## config.mk

```make
export PLATFORM = sky130hd
export DESIGN_NAME = audio_table_loader
export DESIGN_NICKNAME = d
export VERILOG_FILES = /design/src/rtl/audio_table_loader.sv
export SDC_FILE = /design/constraint.sdc
export NUM_CORES = 1
export LEC_CHECK = 0
export ABC_AREA = 1
export BUFFER_PORTS_ARGS = -buffer_cell sky130_fd_sc_hd__buf_2
export CAP_MARGIN = 10
export CORE_UTILIZATION = 55
export CTS_CLUSTER_DIAMETER = 50
export DETAILED_ROUTE_END_ITERATION = 6
export GPL_ROUTABILITY_DRIVEN = 0
export PLACE_DENSITY = 0.74
export SLEW_MARGIN = 10
export SYNTH_ARGS = -nofsm -noshare
export SYNTH_HDL_FRONTEND = slang
export SYNTH_SLANG_ARGS = --single-unit
```

## constraint.sdc

```tcl
create_clock -name clk_i -period 3.7 [get_ports clk_i]
set_input_delay 0.74 -clock clk_i [delete_from_list [all_inputs] [get_ports clk_i]]
set_output_delay 0.74 -clock clk_i [all_outputs]
set_load 0.1 [all_outputs]
```

## src/rtl/audio_table_loader.sv

```systemverilog
// Purpose: streams 16-bit PCM samples from a valid/ready source into the custom-wave table.
// Latency: a sample accepted in cycle c reaches the table in cycle c+2 if the FIFO is empty and there is no stall.
// Backpressure: sample_ready_o drops when the FIFO is full and nothing pops; stall_i freezes writes only.
//
// Ports: clk_i/rst_n_i (async active-low); start_i/abort_i job control; base_addr_i/length_i
// are sampled on start; stall_i holds table writes; sample_valid_i/sample_i/sample_ready_o is
// the input stream; write_table_o/table_addr_o/pcm_o is the table write port; busy_o/done_o/
// error_o/count_o report job status.

// Generic FIFO. It allows a push and a pop in the same cycle while full, because the pop frees
// the head slot at the same edge that the push fills it.
module sync_fifo #(
    parameter int DEPTH = 8,
    parameter int W     = 16
) (
    input  logic         clk,
    input  logic         rst_n,
    input  logic         clr,
    input  logic         push_vld,
    input  logic [W-1:0] push_dat,
    input  logic         pop,
    output logic [W-1:0] head_dat,
    output logic         full,
    output logic         empty
);
    localparam int PW = $clog2(DEPTH);

    logic [W-1:0]  mem [DEPTH];
    logic [PW-1:0] wr_ptr;
    logic [PW-1:0] rd_ptr;
    logic [PW:0]   level;

    assign full     = (level == (PW+1)'(DEPTH));
    assign empty    = (level == '0);
    assign head_dat = mem[rd_ptr];

    always_ff @(posedge clk or negedge rst_n) begin
        if (!rst_n) begin
            wr_ptr <= '0;
            rd_ptr <= '0;
            level  <= '0;
        end else if (clr) begin
            wr_ptr <= '0;
            rd_ptr <= '0;
            level  <= '0;
        end else begin
            if (push_vld) wr_ptr <= wr_ptr + 1'b1;
            if (pop)      rd_ptr <= rd_ptr + 1'b1;
            if (push_vld && !pop)      level <= level + 1'b1;
            else if (!push_vld && pop) level <= level - 1'b1;
        end
    end

    // The storage array has no reset. Only the pointers define which entries are valid.
    always_ff @(posedge clk) begin
        if (push_vld && !clr) mem[wr_ptr] <= push_dat;
    end
endmodule

module audio_table_loader #(
    parameter int TABLE_DEPTH = 1024,
    parameter int ADDR_W      = 10,
    parameter int FIFO_DEPTH  = 8
) (
    input  logic              clk_i,
    input  logic              rst_n_i,
    input  logic              start_i,
    input  logic              abort_i,
    input  logic [ADDR_W-1:0] base_addr_i,
    input  logic [ADDR_W:0]   length_i,
    input  logic              stall_i,
    input  logic              sample_valid_i,
    input  logic [15:0]       sample_i,
    output logic              sample_ready_o,
    output logic              write_table_o,
    output logic [ADDR_W-1:0] table_addr_o,
    output logic [15:0]       pcm_o,
    output logic              busy_o,
    output logic              done_o,
    output logic              error_o,
    output logic [ADDR_W:0]   count_o
);
    typedef enum logic [1:0] {ST_IDLE, ST_LOAD, ST_DRAIN, ST_DONE} state_t;

    localparam logic [ADDR_W:0] MAX_LEN = (ADDR_W+1)'(TABLE_DEPTH);

    state_t            state;
    logic [ADDR_W-1:0] base_q;
    logic [ADDR_W:0]   length_q;
    logic [ADDR_W:0]   accepted_q;
    logic              fifo_full;
    logic              fifo_empty;
    logic [15:0]       fifo_head;
    logic              in_job;
    logic              push;
    logic              pop;

    assign in_job = (state == ST_LOAD) || (state == ST_DRAIN);

    // An abort in this cycle suppresses the pop. This keeps write_table_o low on the cycle after the abort.
    assign pop = in_job && !fifo_empty && !stall_i && !abort_i;

    // When the FIFO is full, a pop in the same cycle still lets a new sample in.
    assign sample_ready_o = (state == ST_LOAD) && !abort_i && (accepted_q < length_q) &&
                            (!fifo_full || pop);
    assign push = sample_valid_i && sample_ready_o;

    sync_fifo #(
        .DEPTH (FIFO_DEPTH),
        .W     (16)
    ) u_fifo (
        .clk      (clk_i),
        .rst_n    (rst_n_i),
        .clr      (abort_i),
        .push_vld (push),
        .push_dat (sample_i),
        .pop      (pop),
        .head_dat (fifo_head),
        .full     (fifo_full),
        .empty    (fifo_empty)
    );

    always_ff @(posedge clk_i or negedge rst_n_i) begin
        if (!rst_n_i) begin
            state         <= ST_IDLE;
            base_q        <= '0;
            length_q      <= '0;
            accepted_q    <= '0;
            count_o       <= '0;
            write_table_o <= 1'b0;
            table_addr_o  <= '0;
            pcm_o         <= '0;
            busy_o        <= 1'b0;
            done_o        <= 1'b0;
            error_o       <= 1'b0;
        end else begin
            write_table_o <= 1'b0;
            done_o        <= 1'b0;
            error_o       <= 1'b0;

            // Write stage. The address wraps because the sum is truncated to ADDR_W bits.
            if (pop) begin
                write_table_o <= 1'b1;
                table_addr_o  <= base_q + count_o[ADDR_W-1:0];
                pcm_o         <= fifo_head;
                count_o       <= count_o + 1'b1;
            end

            if (abort_i) begin
                state  <= ST_IDLE;
                busy_o <= 1'b0;
            end else begin
                case (state)
                    ST_IDLE: begin
                        if (start_i) begin
                            if (length_i != '0 && length_i <= MAX_LEN) begin
                                base_q     <= base_addr_i;
                                length_q   <= length_i;
                                accepted_q <= '0;
                                count_o    <= '0;
                                busy_o     <= 1'b1;
                                state      <= ST_LOAD;
                            end else begin
                                error_o <= 1'b1;
                            end
                        end
                    end
                    ST_LOAD: begin
                        if (push) begin
                            accepted_q <= accepted_q + 1'b1;
                            if (accepted_q + 1'b1 == length_q) state <= ST_DRAIN;
                        end
                    end
                    ST_DRAIN: begin
                        // The final write has been issued once count_o reaches the job length.
                        if (fifo_empty && count_o == length_q) begin
                            state  <= ST_DONE;
                            done_o <= 1'b1;
                        end
                    end
                    default: begin
                        state  <= ST_IDLE;
                        busy_o <= 1'b0;
                    end
                endcase
            end
        end
    end
endmodule

```

==> summary.md <==
| Metric | Value |
|---|---|
| Starting density of the core | 56.81% |
| Post-placement setup slack | around 0.63 ns |
| Vias | ~7000 |
| Max-Cap Viols | 0 |
| Post-DP HPWL | approximately 14000 µm |
| EDFF count, synth | between 100 and 150 |
| Tot GR Track Use | between 20% and 30% |
| Placed Area | about 11000 µm² |
| Buffer count from post-CTS setup fixing | 0 |
| RSZ-0062 raised after global routing | false |
| #FFs+latches synth | ~210 |
| Commonest cells in the netlist | nand2_1, edfxtp_1, dfrtp_1 |
| Global-route wire length before repair | 34290 µm |
| Worst hold-check path type | in -> async |
| Leading area contributor after synthesis | edfxtp_1 |
| PortBufs | 84 |
| Crit end category | output port |
| Core Region | 17420 µm² |
| TritonCTS clock tree | done |
| First-pass DRT Iterations | 5 |
| Peak supply drop | about 0.52 mV |
| H-tree Lvls | 1 |
| Primary FF master, synth | edfxtp_1 |
| Mapped cell area | 9894 µm² |
| Initial antenna violation count | 0 |
| Fin. Hold Viols | 0 |
| Peak per-stage delay on the critical path | about 0.44 ns |
| CP Data Required Time | between 2 and 3 ns |
| Share of the clock period used by the worst path | 85.00% |
| N_diodes | 0 |
| Longest Clk Path Bufs | 3 |
| Die H | between 100 and 150 µm |
| Crit path buffers/inverters | 3 |
| Final setup violation count | 0 |
| Ys Warns | 0 |
| Total Nets Final | 1104 |
| Cell family with most CP delay | buffers and inverters |
| Post-route setup TNS | 0 ns |
| Crit path top cell by count | inv_1 |
| Status | finished clean |
| Worst-path clk slew | ~0.060 ns |
| Mapped Avg Cell Area | 10.58 µm² |
| Routed Antenna Nets | 0 |
| Setup CP Type | reg -> out |
| Crit. Startpoint | state[0]$_DFFE_PN0P_ |
| Layout cell share with drive strength beyond 1 | 16.22% |
| Final wirelength | 21570 µm |
| IO Count | 85 |
| Worst R2R Path Depth | 17 |
| Final Max Slew Viols | 0 |
| Final hold slack | between 0.2 and 0.3 ns |
| RR Startpoint | state[0]$_DFFE_PN0P_ |
| Setup crit start kind | register |
| Slew @ Worst Pin | approximately 1.0 ns |
| Arrival time of the worst setup path | 2.40 ns |
| Post-CTS sizing | 0 |
| Clk sinks | 213 |
| Pwr/cell area | 760.4 nW/µm² |
| Vias in the first global route | 6754 |
| Yosys cell types | 45 |
| CP cell instances | inv_1 > ha_1 > inv_1 > nor2_2 > nand3_4 > a21oi_2 > and2_4 > buf_2 |
| Die Footprint | roughly 19000 µm² |
| Register area share after synthesis | 60.34% |
| Final instance area | roughly 11000 µm² |
| Leak Pwr | 4.832 nW |
| Count leader, synth | nand2_1 |
| Total grt overflow | 0 |
| Avg Vias per Cell | between 5 and 6 |
| Top cell type's share of synthesized area | between 30% and 40% |
| WL/cell | around 17 µm |
| Synthesized Nets | approximately 1000 |
| Top cells by area, synth | edfxtp_1, dfrtp_1, nand2_1 |
| Largest net degree at the start of global routing | 66 |
| Clock Latency Late Sink | roughly 0.51 ns |
| Total CTS buffers | 24 |
| Final worst slack | ~0.56 ns |
| Gate Count Post-Synth | 935 |
| Hold Buf Count CTS | 0 |
| Maximum clock frequency | ~0.32 GHz |
| Row count | 48 |
| DRT iter0 DRCs | around 500 |
| Max FO, Critical Path | 4 |
| Tmin final | approximately 3.1 ns |
| Critical-path top delay cell | buf_2 |
| DR DRC count | 0 |
| Synth-to-Final Area Change | 15.05% |
| FF-to-FF End | u_fifo.level[3]$_DFFE_PN0P_ |
| Reg-to-reg setup timing slack | approximately 0.79 ns |
| Final core utilization | 65.36% |
| Die width | between 100 and 150 µm |
| Max-slew headroom | between 30% and 40% |
| CTS root buf | clkbuf_16 |
| Worst Skew | about 0.0086 ns |
| Ys async rst share | between 30% and 40% |
## layout by cell type (no fill, tap or decap), drive strengths merged
master | synthesis | final
o21ai | 70 | 70
xnor2 | 2 | 2
o22ai | 6 | 6
nand3 | 60 | 60
nor4 | 1 | 1
fa | 2 | 2
buf | 14 | 101
edfxtp | 128 | 128
nand3b | 3 | 3
mux2i | 33 | 33
xor2 | 23 | 23
inv | 80 | 80
nor3 | 12 | 12
clkinvlp | 0 | 2
clkinv | 5 | 14
o211ai | 2 | 2
ha | 29 | 29
bufinv | 0 | 1
or2 | 1 | 1
dfrtp | 85 | 85
and2 | 2 | 2
nor2 | 74 | 74
a21oi | 14 | 14
nand2 | 221 | 221
xnor3 | 1 | 1
clkbuf | 18 | 32
o21bai | 3 | 3
o221ai | 32 | 32
a211oi | 1 | 1
nand4 | 13 | 13
## worst max path at each step
| stage | cells after the start | end |
|---|---|---|
| 2_1_floorplan | 11 | u_fifo.mem[2][0]$_DFFE_PP_ |
| 3_3_place_gp | 18 | u_fifo.level[3]$_DFFE_PN0P_ |
| 3_5_place_dp | 18 | u_fifo.level[3]$_DFFE_PN0P_ |
| 4_1_cts | 8 | sample_ready_o |
| 5_1_grt | 8 | sample_ready_o |
| 6_report | 8 | sample_ready_o |
## registers in the layout (all words and copies together), names as in the netlist
register,flops
u_fifo.mem,128
pcm_o,16
accepted_q,11
count_o,11
length_q,11
base_q,10
table_addr_o,10
u_fifo.level,4
u_fifo.rd_ptr,3
u_fifo.wr_ptr,3
state,2
busy_o,1
done_o,1
error_o,1
write_table_o,1
## metrics by stage
step,power [mW],std cells
after global routing,9.090,1273
after detailed placement,6.418,1229
after floorplan,5.729,935
after global placement,6.356,1229
final,8.655,1273
after CTS,8.699,1273
## cells by family after synthesis
kind of cell	synth area share (%)
and+or+nand+nor	17.00
DFF	60.34
AOI/OAI and AO/OA	8.068
buffers and inverters	4.742
muxes	3.338
adders and majority gates	4.072
xor gates and xnor gates	2.441
## area by class of cell
cell class              instances  area (µm²)
inverters                      85       327.8
flip-flops and latches        213        5972
multi-input cells             605        3485
clock buffers                  32       660.6
repair buffers                101       550.5
clock inverters                12       106.4
fillers                      1372        6033
well taps                     225       281.5
## report_power, final
part / internal [mW] / switching, mW / leakage [nW]
registers: 2.86 / 0.292 / 2.26
clock network: 1.33 / 0.927 / 0.372
logic: 0.809 / 2.43 / 2.20
total: 5.00 / 3.65 / 4.83
## layer usage
metal	up-vias	GRT usage, %	part of all wire (%)
li1	3424	-	-
met1	3361	33.83	45
met2	211	38.38	47
met3	38	3.132	5.4
met4	0	7.593	2.0
met5	-	0	0
Power figures use the tool's default switching activity.
